[config.mk]
export PLATFORM = sky130hd
export DESIGN_NAME = hazard_stall_ctrl
export DESIGN_NICKNAME = d
export VERILOG_FILES = /design/src/rtl/hazard_pkg.sv /design/src/rtl/sat_counter.sv /design/src/rtl/hazard_stall_ctrl.sv
export SDC_FILE = /design/constraint.sdc
export NUM_CORES = 1
export LEC_CHECK = 0
export CAP_MARGIN = 20
export CORE_ASPECT_RATIO = 1.75
export CORE_MARGIN = 4
export CORE_UTILIZATION = 31
export DETAILED_ROUTE_END_ITERATION = 16
export GPL_TIMING_DRIVEN = 0
export PLACE_DENSITY_LB_ADDON = 0.12
export SLEW_MARGIN = 10
export SYNTH_ARGS = -nofsm -noshare
export SYNTH_HDL_FRONTEND = slang
export SYNTH_HIERARCHICAL = 1
export SYNTH_SLANG_ARGS = --single-unit
[constraint.sdc]
create_clock -name clk -period 1.7 [get_ports clk]
set_clock_uncertainty 0.05 [all_clocks]
set_input_delay 0.34 -clock clk [delete_from_list [all_inputs] [get_ports clk]]
set_output_delay 0.34 -clock clk [all_outputs]
set_load 0.01 [all_outputs]
[src/rtl/hazard_pkg.sv]
// Shared types and defaults for the pipeline hazard/stall controller.
package hazard_pkg;

    typedef enum logic {
        IDLE    = 1'b0,
        MD_BUSY = 1'b1
    } md_state_e;

    localparam logic [4:0] REG_ZERO          = 5'd0;
    localparam int         MD_MAX_CYCLES_DEF = 64;
    localparam int         CNT_W_DEF         = 32;

endpackage

[src/rtl/sat_counter.sv]
// Saturating up-counter with synchronous clear; holds at all-ones.
module sat_counter #(
    parameter int CNT_W = 32
) (
    input  logic             clk,
    input  logic             rst_n,
    input  logic             clr,
    input  logic             en,
    output logic [CNT_W-1:0] count
);

    always_ff @(posedge clk or negedge rst_n) begin
        if (!rst_n) begin
            count <= '0;
        end else if (clr) begin
            count <= '0;
        end else if (en && (count != '1)) begin
            count <= count + 1'b1;
        end
    end

endmodule

[src/rtl/hazard_stall_ctrl.sv]
// Load-use / branch-flush / mul-div stall controller for the 5-stage pipeline.
// Performance counters are built only when HAZARD_PERF_CNT_EN is defined.
module hazard_stall_ctrl
    import hazard_pkg::*;
#(
    parameter int MD_MAX_CYCLES = MD_MAX_CYCLES_DEF,
    parameter int CNT_W         = CNT_W_DEF
) (
    input  logic             clk,
    input  logic             rst_n,
    input  logic             idex_memread,
    input  logic [4:0]       idex_regt,
    input  logic [4:0]       ifid_regs,
    input  logic [4:0]       ifid_regt,
    input  logic             ifid_uses_rt,
    input  logic             branch_taken,
    input  logic             md_start,
    input  logic             md_done,
    output logic             pc_write,
    output logic             ifid_write,
    output logic             ifid_flush,
    output logic             idex_bubble,
    output logic             ex_hold,
    output logic             md_busy,
    output logic             md_timeout,
    output logic [CNT_W-1:0] perf_load_stall,
    output logic [CNT_W-1:0] perf_flush,
    output logic [CNT_W-1:0] perf_md_stall
);

    localparam int              WD_W     = $clog2(MD_MAX_CYCLES + 1);
    localparam logic [WD_W-1:0] WD_LIMIT = WD_W'(MD_MAX_CYCLES);

    md_state_e       state;
    md_state_e       state_nx;
    logic [WD_W-1:0] watchdog;
    logic [WD_W-1:0] watchdog_nx;
    logic            timeout_nx;
    logic            load_use;

    // Register zero is hard-wired, so a load targeting it never creates a dependency.
    assign load_use = idex_memread && (idex_regt != REG_ZERO) &&
                      ((idex_regt == ifid_regs) || (ifid_uses_rt && (idex_regt == ifid_regt)));

    always_ff @(posedge clk or negedge rst_n) begin
        if (!rst_n) begin
            state      <= IDLE;
            watchdog   <= '0;
            md_timeout <= 1'b0;
        end else begin
            state      <= state_nx;
            watchdog   <= watchdog_nx;
            md_timeout <= timeout_nx;
        end
    end

    always_comb begin
        state_nx    = state;
        watchdog_nx = watchdog;
        timeout_nx  = md_timeout;
        case (state)
            IDLE: begin
                if (!branch_taken && md_start) begin
                    state_nx    = MD_BUSY;
                    watchdog_nx = WD_W'(1);
                end
            end
            MD_BUSY: begin
                // A completion arriving on the limit cycle wins over the timeout.
                if (md_done) begin
                    state_nx    = IDLE;
                    watchdog_nx = '0;
                end else if (watchdog == WD_LIMIT) begin
                    state_nx    = IDLE;
                    watchdog_nx = '0;
                    timeout_nx  = 1'b1;
                end else begin
                    watchdog_nx = watchdog + 1'b1;
                end
            end
            default: begin
                state_nx    = IDLE;
                watchdog_nx = '0;
            end
        endcase
    end

    always_comb begin
        pc_write    = 1'b1;
        ifid_write  = 1'b1;
        ifid_flush  = 1'b0;
        idex_bubble = 1'b0;
        ex_hold     = 1'b0;
        case (state)
            IDLE: begin
                if (branch_taken) begin
                    ifid_flush  = 1'b1;
                    idex_bubble = 1'b1;
                end else if (!md_start && load_use) begin
                    pc_write    = 1'b0;
                    ifid_write  = 1'b0;
                    idex_bubble = 1'b1;
                end
            end
            MD_BUSY: begin
                pc_write   = 1'b0;
                ifid_write = 1'b0;
                ex_hold    = 1'b1;
            end
            default: begin
                pc_write   = 1'b1;
                ifid_write = 1'b1;
            end
        endcase
    end

    assign md_busy = (state == MD_BUSY);

`ifdef HAZARD_PERF_CNT_EN
    logic ev_load_stall;
    logic ev_flush;
    logic ev_md_stall;

    assign ev_load_stall = (state == IDLE) && !branch_taken && !md_start && load_use;
    assign ev_flush      = (state == IDLE) && branch_taken;
    assign ev_md_stall   = (state == MD_BUSY);

    sat_counter #(.CNT_W(CNT_W)) u_cnt_load_stall (
        .clk   (clk),
        .rst_n (rst_n),
        .clr   (1'b0),
        .en    (ev_load_stall),
        .count (perf_load_stall)
    );

    sat_counter #(.CNT_W(CNT_W)) u_cnt_flush (
        .clk   (clk),
        .rst_n (rst_n),
        .clr   (1'b0),
        .en    (ev_flush),
        .count (perf_flush)
    );

    sat_counter #(.CNT_W(CNT_W)) u_cnt_md_stall (
        .clk   (clk),
        .rst_n (rst_n),
        .clr   (1'b0),
        .en    (ev_md_stall),
        .count (perf_md_stall)
    );
`else
    assign perf_load_stall = '0;
    assign perf_flush      = '0;
    assign perf_md_stall   = '0;
`endif

endmodule

==> reports/metrics.json, run 1 <==
{
  "place": {
    "io_buffers": 28,
    "dpl.hpwl_um": 2630,
    "placed_area_um2": 2070,
    "place_ws_ps": -855,
    "gp_routability_congestion": 0.732,
    "place_inst": 339
  },
  "cells_and_area": {
    "drive_gt1_share_pct": 44.4,
    "final_cell_utilization_of_the_core_pct": 48.9,
    "fin_area_um2": 2070,
    "area_growth_synth_to_finish_pct": 50.7,
    "most_used_cells_in_the_layout_excluding_fill_and_tap_cells": "100 x sky130_fd_sc_hd__buf_4, 96 x sky130_fd_sc_hd__conb_1, 9 x sky130_fd_sc_hd__xnor2_1, 9 x sky130_fd_sc_hd__nor2_1",
    "nNetsFinal": 318,
    "layout.cells.most_common": "sky130_fd_sc_hd__buf_4",
    "num_antenna_cells": 0,
    "post_layout_cell_count": 342,
    "count_of_filler_cells_inserted_in_the_layout": 449
  },
  "critical_path": {
    "worst-r2r-cell-count": 4,
    "setup.worst_path.start_class": "primary input",
    "crit-reg2reg-capture": "watchdog[5]",
    "critical_path_required_ps": 1310,
    "worst-setup-path-type": "in2out",
    "cp_slowest_cell": "sky130_fd_sc_hd__o22ai_2",
    "worst-endpoint-arrival_ps": 1270,
    "worst_path_largest_cell_delay_ps": 210,
    "timing.reg2reg.setup_slack_ps": 160,
    "critical_path.cell_chain": "buf_4 -> xnor2_1 -> nand2_1 -> o22ai_2 -> a41oi_2 -> buf_2",
    "family_with_the_most_delay_on_the_worst_path": "compound AO/OA/AOI/OAI gates",
    "rr_startpoint": "watchdog[3]",
    "setup.worst_path.start": "idex_regt[2]",
    "crit_path_end_kind": "output pin",
    "crit_path_max_fanout": 3,
    "critical_path_buf_inv_count": 2
  },
  "clock_tree": {
    "clock-sinks": 9,
    "path_clk_slew_ps": 40,
    "worstSkewPairLatency_ps": 230,
    "cts_tree": "yes",
    "cts_max_level": 1,
    "clockBufferDepth": 2,
    "number_of_buffers_inserted_by_post_cts_setup_repair": 0,
    "ctsHoldBuffers": 0,
    "clockRootBuffer": "sky130_fd_sc_hd__clkbuf_8",
    "cts_made_buffers": 3
  },
  "die": {
    "num_io_pins": 125,
    "die_x_um": 58.3,
    "chipHeight_um": 96.0,
    "rows": 31,
    "effective_utilization_at_floorplan_pct": 32.5,
    "core_um2": 4230,
    "floorplan.die_area_um2": 5600
  },
  "sta": {
    "final.period_utilization_pct": 97.7,
    "max_clock_freq_ghz": 0.602,
    "fin_ws_ps": 39.7,
    "layout_min_cycle_time_ps": 1660,
    "setup-tns-final_ps": 0,
    "setup_viol": 0,
    "hold_violations": 0,
    "grt_setup_unrepaired": "no",
    "maxSlewViolCount": 0,
    "final.hold.worst_slack_ps": 356
  },
  "synth": {
    "async_set_or_reset_register_ratio_after_synthesis_pct": 100,
    "yosysUniqueCellTypes": 29,
    "syn_area_per_cell_um2": 8.22,
    "synth_edf_count": 0,
    "cell_count_after_synthesis": 167,
    "netlist_area_before_placement_um2": 1370,
    "synth_seq_cells": 9,
    "seq_area_frac_synth_pct": 16.4,
    "synth_ff_type": "sky130_fd_sc_hd__dfrtp_1",
    "synthesis.yosys.warnings": 6
  },
  "status": {
    "run_status": "complete, no violations"
  },
  "global_route": {
    "antenna_found_initial": 0,
    "grtUsageTotal_pct": 9.59,
    "first_pass_grt_wire_length_um": 4140,
    "grt_pass1_vias": 948,
    "grt-ovfl-total": 0,
    "grt_max_degree": 11
  },
  "routing": {
    "drtIter0Drc": 12,
    "first_pass_iters": 4,
    "dr_total_vias": 1099,
    "drcViolationCount": 0,
    "drt-total-wl_um": 2920,
    "antenna_left": 0,
    "post_drt_wl_per_cell_um": 8.55,
    "detail_routed_via_count_per_cell": 3.21
  },
  "power": {
    "p_total_mw": 0.987,
    "vdd.ir_drop.worst_mv": 0.435,
    "power_leakage_nw": 1.27,
    "power.density_cell_area_nw_per_um2": 477
  },
  "run": {
    "maxCapViolCount": 0
  },
  "hold_path": {
    "min_path_type": "in2async"
  }
}
==> repair_timing <==
item / 4_1_cts / 5_1_grt
pin swaps: 16 / 15
gates cloned: 0 / 0
endpoints found under the setup margin: 4 / 8
gates resized for setup: 66 / 16
==> sequential cells by signal, indices dropped and copies added, names as in the netlist <==
register / count
md_timeout: 1
watchdog: 7
md_busy: 1
==> synthesized netlist by cell type, types with 2 or more instances <==
cell type | count | area, um^2
sky130_fd_sc_hd__buf_4 | 98 | 736
sky130_fd_sc_hd__xnor2_1 | 10 | 87.6
sky130_fd_sc_hd__dfrtp_1 | 9 | 225
sky130_fd_sc_hd__nor2_1 | 9 | 33.8
sky130_fd_sc_hd__nand2_1 | 6 | 22.5
sky130_fd_sc_hd__o21ai_0 | 4 | 20.0
sky130_fd_sc_hd__xor2_1 | 4 | 35.0
sky130_fd_sc_hd__inv_1 | 3 | 11.3
sky130_fd_sc_hd__a41o_1 | 2 | 20.0
sky130_fd_sc_hd__ha_1 | 2 | 25.0
sky130_fd_sc_hd__nand3_1 | 2 | 10.0
==> layer usage <==
metal  share of wire [%]  global-route usage [%]
met4                 1.2                    4.64
met5                   0                       0
met1                  33                    9.68
met3                  14                    2.42
met2                  52                    17.7
==> layout make-up <==
type	count	area, um^2	share of cell area, %
sequential	9	226	10.9
buffer	98	742	35.9
clock buffer	4	45.0	2.18
inverter	3	11.3	0.544
timing repair buffer	28	201	9.74
multi-input combinational	151	781	37.7
tap	49	61.3	2.96
==> power by group <==
part | leakage (nW) | internal (mW) | total, mW | switching (mW)
combinational | 1.13 | 0.254 | 0.483 | 0.229
clock | 0.0228 | 0.163 | 0.248 | 0.0844
sequential | 0.119 | 0.233 | 0.256 | 0.0229
total | 1.27 | 0.651 | 0.987 | 0.336
==> worst max path at each step <==
stage / to / cells after the start
2_1_floorplan: pc_write / 5
3_3_place_gp: pc_write / 7
3_5_place_dp: pc_write / 7
4_1_cts: ifid_flush / 3
5_1_grt: ifid_write / 6
6_report: ifid_write / 6
==> kinds of logic (layout without fill, tap and decap cells) <==
family	after synthesis	in the layout	share of synthesized area [%]
AO/OA/AOI/OAI	14	14	8.75
adder cells (fa/ha/maj)	2	2	1.82
XOR/XNOR	14	14	8.93
flip-flops	9	9	16.4
other	1	96	0.273
buffers and inverters	102	133	54.7
AND/OR/NAND/NOR	25	25	9.12
No activity file was read; power rests on OpenSTA's default activity.
==> inputs of run 2 (changes only) <==
- CORE_UTILIZATION: 31 -> 32
- CTS_BUF_LIST: not set -> sky130_fd_sc_hd__clkbuf_4 sky130_fd_sc_hd__clkbuf_8
==> reports/metrics.json, run 2 (synthesis gave the netlist of run 1 again) <==
{
  "status": {
    "run_status": {"value": "complete, no violations", "change": "unchanged"}
  },
  "place": {
    "gp_routability_congestion": {"value": 0.752, "change": "was 0.732"},
    "dpl.hpwl": {"value": 2590, "unit": "um", "change": "was 2630 um"},
    "placed_area": {"value": 2070, "unit": "um^2", "change": "unchanged"},
    "place_inst": {"value": 339, "change": "unchanged"},
    "io_buffers": {"value": 28, "change": "unchanged"}
  },
  "die": {
    "effective_utilization_at_floorplan": {"value": 33.1, "unit": "%", "change": "was 32.5%"},
    "num_io_pins": {"value": 125, "change": "unchanged"},
    "core": {"value": 4150, "unit": "um^2", "change": "was 4230 um^2"},
    "chipHeight": {"value": 94.6, "unit": "um", "change": "was 96.0 um"},
    "floorplan.die_area": {"value": 5440, "unit": "um^2", "change": "was 5600 um^2"},
    "rows": {"value": 31, "change": "unchanged"},
    "die_x": {"value": 57.5, "unit": "um", "change": "was 58.3 um"}
  },
  "routing": {
    "drtIter0Drc": {"value": 22, "change": "was 12"},
    "post_drt_wl_per_cell": {"value": 8.64, "unit": "um", "change": "was 8.55 um"},
    "first_pass_iters": {"value": 4, "change": "unchanged"},
    "antenna_left": {"value": 0, "change": "unchanged"},
    "drt-total-wl": {"value": 2970, "unit": "um", "change": "was 2920 um"},
    "drcViolationCount": {"value": 0, "change": "unchanged"},
    "detail_routed_via_count_per_cell": {"value": 3.22, "change": "was 3.21"},
    "dr_total_vias": {"value": 1107, "change": "was 1099"}
  },
  "clock_tree": {
    "clockBufferDepth": {"value": 2, "change": "unchanged"},
    "cts_tree": {"value": "yes", "change": "unchanged"},
    "worstSkewPairLatency": {"value": 240, "unit": "ps", "change": "was 230 ps"},
    "path_clk_slew": {"value": 50, "unit": "ps", "change": "was 40 ps"},
    "cts_max_level": {"value": 1, "change": "unchanged"},
    "clockRootBuffer": {"value": "sky130_fd_sc_hd__clkbuf_8", "change": "unchanged"},
    "cts_made_buffers": {"value": 3, "change": "unchanged"},
    "clock-sinks": {"value": 9, "change": "unchanged"},
    "ctsHoldBuffers": {"value": 0, "change": "unchanged"}
  },
  "power": {
    "power.density_cell_area": {"value": 479, "unit": "nW/um^2", "change": "was 477 nW/um^2"},
    "vdd.ir_drop.worst": {"value": 0.376, "unit": "mV", "change": "was 0.435 mV"},
    "power_leakage": {"value": 1.33, "unit": "nW", "change": "was 1.27 nW"}
  },
  "cells_and_area": {
    "most_used_cells_in_the_layout_excluding_fill_and_tap_cells": {"value": "101 x sky130_fd_sc_hd__buf_4, 96 x sky130_fd_sc_hd__conb_1, 9 x sky130_fd_sc_hd__nor2_1, 9 x sky130_fd_sc_hd__clkbuf_2, 9 x sky130_fd_sc_hd__dfrtp_1", "change": "was 100 x sky130_fd_sc_hd__buf_4, 96 x sky130_fd_sc_hd__conb_1, 9 x sky130_fd_sc_hd__xnor2_1, 9 x sky130_fd_sc_hd__nor2_1"},
    "fin_area": {"value": 2150, "unit": "um^2", "change": "was 2070 um^2"},
    "post_layout_cell_count": {"value": 344, "change": "was 342"},
    "count_of_filler_cells_inserted_in_the_layout": {"value": 414, "change": "was 449"},
    "drive_gt1_share": {"value": 46.8, "unit": "%", "change": "was 44.4%"},
    "largest_register": {"value": "watchdog", "change": "unchanged"},
    "largest_reg_flops": {"value": 7, "change": "unchanged"},
    "nNetsFinal": {"value": 320, "change": "was 318"},
    "layout.cells.most_common": {"value": "sky130_fd_sc_hd__buf_4", "change": "unchanged"},
    "final_cell_utilization_of_the_core": {"value": 51.8, "unit": "%", "change": "was 48.9%"},
    "area_growth_synth_to_finish": {"value": 56.6, "unit": "%", "change": "was 50.7%"},
    "num_antenna_cells": {"value": 0, "change": "unchanged"}
  },
  "critical_path": {
    "critical_path_buf_inv_count": {"value": 2, "change": "unchanged"},
    "cp_slowest_cell": {"value": "sky130_fd_sc_hd__o22ai_2", "change": "unchanged"},
    "family_with_the_most_delay_on_the_worst_path": {"value": "compound AO/OA/AOI/OAI gates", "change": "unchanged"},
    "crit_path_end_kind": {"value": "output pin", "change": "unchanged"},
    "worst-endpoint-arrival": {"value": 1300, "unit": "ps", "change": "was 1270 ps"},
    "crit_path_max_fanout": {"value": 3, "change": "unchanged"},
    "critical_path.cell_chain": {"value": "buf_6 -> xnor2_2 -> nand3_2 -> o22ai_2 -> a41oi_2 -> buf_2", "change": "was buf_4 -> xnor2_1 -> nand2_1 -> o22ai_2 -> a41oi_2 -> buf_2"},
    "critical_path_required": {"value": 1310, "unit": "ps", "change": "about the same"},
    "worst-setup-path-type": {"value": "in2out", "change": "unchanged"},
    "worst_path_largest_cell_delay": {"value": 220, "unit": "ps", "change": "was 210 ps"},
    "setup.worst_path.start_class": {"value": "primary input", "change": "unchanged"}
  },
  "sta": {
    "maxSlewViolCount": {"value": 0, "change": "unchanged"},
    "layout_min_cycle_time": {"value": 1690, "unit": "ps", "change": "was 1660 ps"},
    "grt_setup_unrepaired": {"value": "yes", "change": "was no"},
    "hold_violations": {"value": 0, "change": "unchanged"},
    "final.hold.worst_slack": {"value": 356, "unit": "ps", "change": "about the same"},
    "final.period_utilization": {"value": 99.3, "unit": "%", "change": "was 97.7%"},
    "setup_viol": {"value": 0, "change": "unchanged"},
    "max_clock_freq": {"value": 0.593, "unit": "GHz", "change": "was 0.602 GHz"}
  },
  "global_route": {
    "grt_max_degree": {"value": 11, "change": "unchanged"},
    "grtUsageTotal": {"value": 9.92, "unit": "%", "change": "was 9.59%"},
    "antenna_found_initial": {"value": 0, "change": "unchanged"},
    "grt_pass1_vias": {"value": 925, "change": "was 948"},
    "grt-ovfl-total": {"value": 0, "change": "unchanged"},
    "first_pass_grt_wire_length": {"value": 4290, "unit": "um", "change": "was 4140 um"}
  },
  "hold_path": {
    "min_path_type": {"value": "in2async", "change": "unchanged"}
  },
  "run": {
    "maxCapViolCount": {"value": 0, "change": "unchanged"}
  }
}
## run 2: final cells by class
cell class / instances / area (um^2) / share of cell area, %
well taps: 49 / 61.3 / 2.85
multi-input cells: 151 / 825 / 38.4
inverters: 3 / 11.3 / 0.524
flip-flops and latches: 9 / 225 / 10.5
repair buffers: 30 / 243 / 11.3
plain buffers: 98 / 736 / 34.2
clock buffers: 4 / 48.8 / 2.27
## run 2: worst register-to-register path, delay by kind of cell, from the launching register on
kind	cells	cell delay, ps
simple gates	3	730
compound gates	1	250
flops	1	420
## run 2: per-layer routing
metal,global-route usage [%],vias to the layer above,wire length [um]
li1,-,595,-
met1,11.1,431,1030
met2,18.0,77,1490
met3,2.19,4,411
met4,3.48,0,35
met5,0,-,0
## run 2: power by group
part | switching (mW) | leakage [nW] | internal, mW
logic | 0.237 | 1.19 | 0.269
registers | 0.0220 | 0.121 | 0.233
clock network | 0.0889 | 0.0262 | 0.180
total | 0.348 | 1.33 | 0.682
## run 2: worst paths after layout
kind                         startpoint           to  slack [ps]  cells past startpoint
hold / removal                    rst_n   md_timeout         360                      1
max in group asynchronous         rst_n  watchdog[3]         950                      1
setup / recovery           idex_regt[0]   ifid_write          10                      6
min in group clk             md_timeout   md_timeout         430                      1
setup reg to reg            watchdog[3]  watchdog[5]         130                      4
hold reg to reg              md_timeout   md_timeout         430                      1
## run 2: repair_timing
action                     4_1_cts  5_1_grt
setup endpoints to repair        4        5
pin swaps                       15       16
buffers inserted                 0        2
resized for setup               65       30
hold endpoints to repair         0        0
gates cloned                     0        0
## run 2: stage by stage
step	TNS, ps	setup slack, ps	power (mW)
5_1_grt	-12.7	-12.7	1.10
3_5_place_dp	-2940	-843	0.744
3_3_place_gp	-3030	-886	0.742
2_1_floorplan	0	158	0.623
4_1_cts	0	0.0673	0.999
6_report	0	12.3	1.03
==> inputs of run 3 (changes only) <==
- REMOVE_ABC_BUFFERS: not set -> 1
==> reports/metrics.json, run 3 (synthesis gave the netlist of run 1 again) <==
{
  "global_route": {
    "grt_max_degree": {"value": 10, "change": "was 11"},
    "global_route.usage.met3": {"value": 2.74, "unit": "%", "change": "was 2.19%"},
    "grt-ovfl-total": {"value": 0, "change": "unchanged"},
    "global_route.usage.met1": {"value": 8.01, "unit": "%", "change": "was 11.1%"},
    "first_pass_grt_wire_length": {"value": 3730, "unit": "um", "change": "was 4290 um"},
    "groute.layer.met2.usage": {"value": 16.7, "unit": "%", "change": "was 18.0%"},
    "grt_pass1_vias": {"value": 816, "change": "was 925"},
    "grt-busiest-layer": {"value": "met2", "change": "unchanged"},
    "grtUsageTotal": {"value": 8.79, "unit": "%", "change": "was 9.92%"},
    "antenna_found_initial": {"value": 0, "change": "unchanged"}
  },
  "die": {
    "floorplan.die_area": {"value": 5440, "unit": "um^2", "change": "unchanged"},
    "num_io_pins": {"value": 125, "change": "unchanged"},
    "chipHeight": {"value": 94.6, "unit": "um", "change": "unchanged"},
    "core": {"value": 4150, "unit": "um^2", "change": "unchanged"},
    "die_x": {"value": 57.5, "unit": "um", "change": "unchanged"},
    "effective_utilization_at_floorplan": {"value": 33.1, "unit": "%", "change": "unchanged"},
    "rows": {"value": 31, "change": "unchanged"}
  },
  "clock_tree": {
    "worstSkewPairLatency": {"value": 230, "unit": "ps", "change": "was 240 ps"},
    "cts_max_level": {"value": 1, "change": "unchanged"},
    "cts_made_buffers": {"value": 3, "change": "unchanged"},
    "cts_tree": {"value": "yes", "change": "unchanged"},
    "clock-sinks": {"value": 9, "change": "unchanged"},
    "clockBufferDepth": {"value": 2, "change": "unchanged"},
    "clockRootBuffer": {"value": "sky130_fd_sc_hd__clkbuf_8", "change": "unchanged"},
    "path_clk_slew": {"value": 40, "unit": "ps", "change": "was 50 ps"}
  },
  "routing": {
    "antenna_left": {"value": 0, "change": "unchanged"},
    "drtIter0Drc": {"value": 15, "change": "was 22"},
    "drcViolationCount": {"value": 0, "change": "unchanged"},
    "detail_routed_via_count_per_cell": {"value": 3.61, "change": "was 3.22"},
    "drt-total-wl": {"value": 2690, "unit": "um", "change": "was 2970 um"},
    "first_pass_iters": {"value": 4, "change": "unchanged"},
    "dr_total_vias": {"value": 892, "change": "was 1107"},
    "post_drt_wl_per_cell": {"value": 10.9, "unit": "um", "change": "was 8.64 um"}
  },
  "critical_path": {
    "crit_path_end_kind": {"value": "output pin", "change": "unchanged"},
    "critical_path.cell_chain": {"value": "buf_2 -> xnor2_2 -> nand3_1 -> o22ai_2 -> a41oi_2 -> buf_2", "change": "was buf_6 -> xnor2_2 -> nand3_2 -> o22ai_2 -> a41oi_2 -> buf_2"},
    "rr_startpoint": {"value": "watchdog[3]", "change": "unchanged"},
    "worst-endpoint-arrival": {"value": 1250, "unit": "ps", "change": "was 1300 ps"},
    "worst-setup-path-type": {"value": "in2out", "change": "unchanged"},
    "cp_dominant_cell_by_count": "sky130_fd_sc_hd__buf_2",
    "setup.worst_path.start_class": {"value": "primary input", "change": "unchanged"},
    "worst_path_largest_cell_delay": {"value": 220, "unit": "ps", "change": "about the same"},
    "critical_path_required": {"value": 1310, "unit": "ps", "change": "about the same"},
    "cp_slowest_cell": {"value": "sky130_fd_sc_hd__o22ai_2", "change": "unchanged"},
    "crit_path_max_fanout": {"value": 2, "change": "was 3"},
    "setup.worst_path.start": {"value": "ifid_regs[1]", "change": "was idex_regt[0]"}
  },
  "power": {
    "vdd.ir_drop.worst": {"value": 0.308, "unit": "mV", "change": "was 0.376 mV"},
    "power_leakage": {"value": 0.799, "unit": "nW", "change": "was 1.33 nW"},
    "power.density_cell_area": {"value": 602, "unit": "nW/um^2", "change": "was 479 nW/um^2"}
  },
  "cells_and_area": {
    "count_of_filler_cells_inserted_in_the_layout": {"value": 492, "change": "was 414"},
    "most_used_cells_in_the_layout_excluding_fill_and_tap_cells": {"value": "96 x sky130_fd_sc_hd__conb_1, 9 x sky130_fd_sc_hd__nor2_1, 8 x sky130_fd_sc_hd__xnor2_2, 8 x sky130_fd_sc_hd__clkbuf_2, 8 x sky130_fd_sc_hd__dfrtp_1", "change": "was 101 x sky130_fd_sc_hd__buf_4, 96 x sky130_fd_sc_hd__conb_1, 9 x sky130_fd_sc_hd__nor2_1, 9 x sky130_fd_sc_hd__clkbuf_2, 9 x sky130_fd_sc_hd__dfrtp_1"},
    "nNetsFinal": {"value": 223, "change": "was 320"},
    "largest_reg_flops": {"value": 7, "change": "unchanged"},
    "num_antenna_cells": {"value": 0, "change": "unchanged"},
    "drive_gt1_share": {"value": 21.2, "unit": "%", "change": "was 46.8%"},
    "area_growth_synth_to_finish": {"value": 3.10, "unit": "%", "change": "was 56.6%"},
    "layout.cells.most_common": {"value": "sky130_fd_sc_hd__conb_1", "change": "was sky130_fd_sc_hd__buf_4"},
    "fin_area": {"value": 1420, "unit": "um^2", "change": "was 2150 um^2"},
    "largest_register": {"value": "watchdog", "change": "unchanged"},
    "post_layout_cell_count": {"value": 247, "change": "was 344"}
  },
  "sta": {
    "maxSlewViolCount": {"value": 0, "change": "unchanged"},
    "layout_min_cycle_time": {"value": 1640, "unit": "ps", "change": "was 1690 ps"},
    "setup_viol": {"value": 0, "change": "unchanged"},
    "max_clock_freq": {"value": 0.608, "unit": "GHz", "change": "was 0.593 GHz"},
    "grt_setup_unrepaired": {"value": "yes", "change": "unchanged"},
    "hold_violations": {"value": 0, "change": "unchanged"},
    "final.period_utilization": {"value": 96.7, "unit": "%", "change": "was 99.3%"}
  },
  "place": {
    "placed_area": {"value": 1330, "unit": "um^2", "change": "was 2070 um^2"},
    "gp_routability_congestion": {"value": 0.781, "change": "was 0.752"},
    "io_buffers": {"value": 28, "change": "unchanged"},
    "dpl.hpwl": {"value": 2220, "unit": "um", "change": "was 2590 um"},
    "place_inst": {"value": 240, "change": "was 339"}
  },
  "run": {
    "maxCapViolCount": {"value": 0, "change": "unchanged"}
  },
  "hold_path": {
    "min_path_type": {"value": "in2async", "change": "unchanged"}
  },
  "status": {
    "run_status": {"value": "complete, no violations", "change": "unchanged"}
  }
}
[run 3: timing repair]
| action | in CTS | in global routing |
|---|---|---|
| pin swaps | 16 | 13 |
| buffers inserted | 3 | 0 |
| resized for setup | 62 | 28 |
| endpoints found under the setup margin | 6 | 4 |
| cloned | 0 | 0 |
| hold buffers | 0 | 0 |
[run 3: worst paths after layout]
path,slack (ps),cells after the start,end
max,60,6,ifid_write
min,370,1,watchdog[0]
max reg2reg,170,4,watchdog[5]
min reg2reg,430,1,md_timeout
max in group asynchronous,900,1,md_busy
min in group clk,430,1,md_timeout
[run 3: area by class of cell]
type	count	area (um^2)	share of cell area, %
tap	49	61.3	4.33
timing repair buffer	31	238	16.8
inverter	3	11.3	0.796
clock buffer	4	48.8	3.45
sequential	9	226	16.0
multi-input combinational	151	830	58.6
[run 3: metrics by stage]
step                      total power, mW  hold slack [ps]  TNS [ps]  util (%)  setup slack, ps
after floorplan                     0.450            -5.59         0         -              261
after global routing                0.914              400     -91.5      34.1            -46.3
final                               0.851              367         0      34.1             56.2
after global placement              0.566              404     -2860      32.1             -825
after CTS                           0.841              379         0      33.4             2.44
after detailed placement            0.569              423     -2930      32.1             -818
[run 3: where the power goes]
| group | internal [mW] | leakage [nW] | switching [mW] |
|---|---|---|---|
| Sequential | 0.234 | 0.119 | 0.0221 |
| Clock | 0.179 | 0.0262 | 0.0849 |
| Combinational | 0.124 | 0.654 | 0.208 |
| Total | 0.537 | 0.799 | 0.315 |
[run 3: per-layer routing]
layer  share of wire [%]  vias up  routed length, um
li1                    -      404                  -
met5                   0        -                  0
met4                 1.8        0                 49
met3                  14        5                381
met2                  55       83               1470
met1                  29      400                785
[run 3: critical path, delay by kind of cell]
family | cells | cell delay (ps)
xor+xnor | 1 | 160
simple gates | 1 | 110
compound gates | 2 | 370
buf+inv | 2 | 280
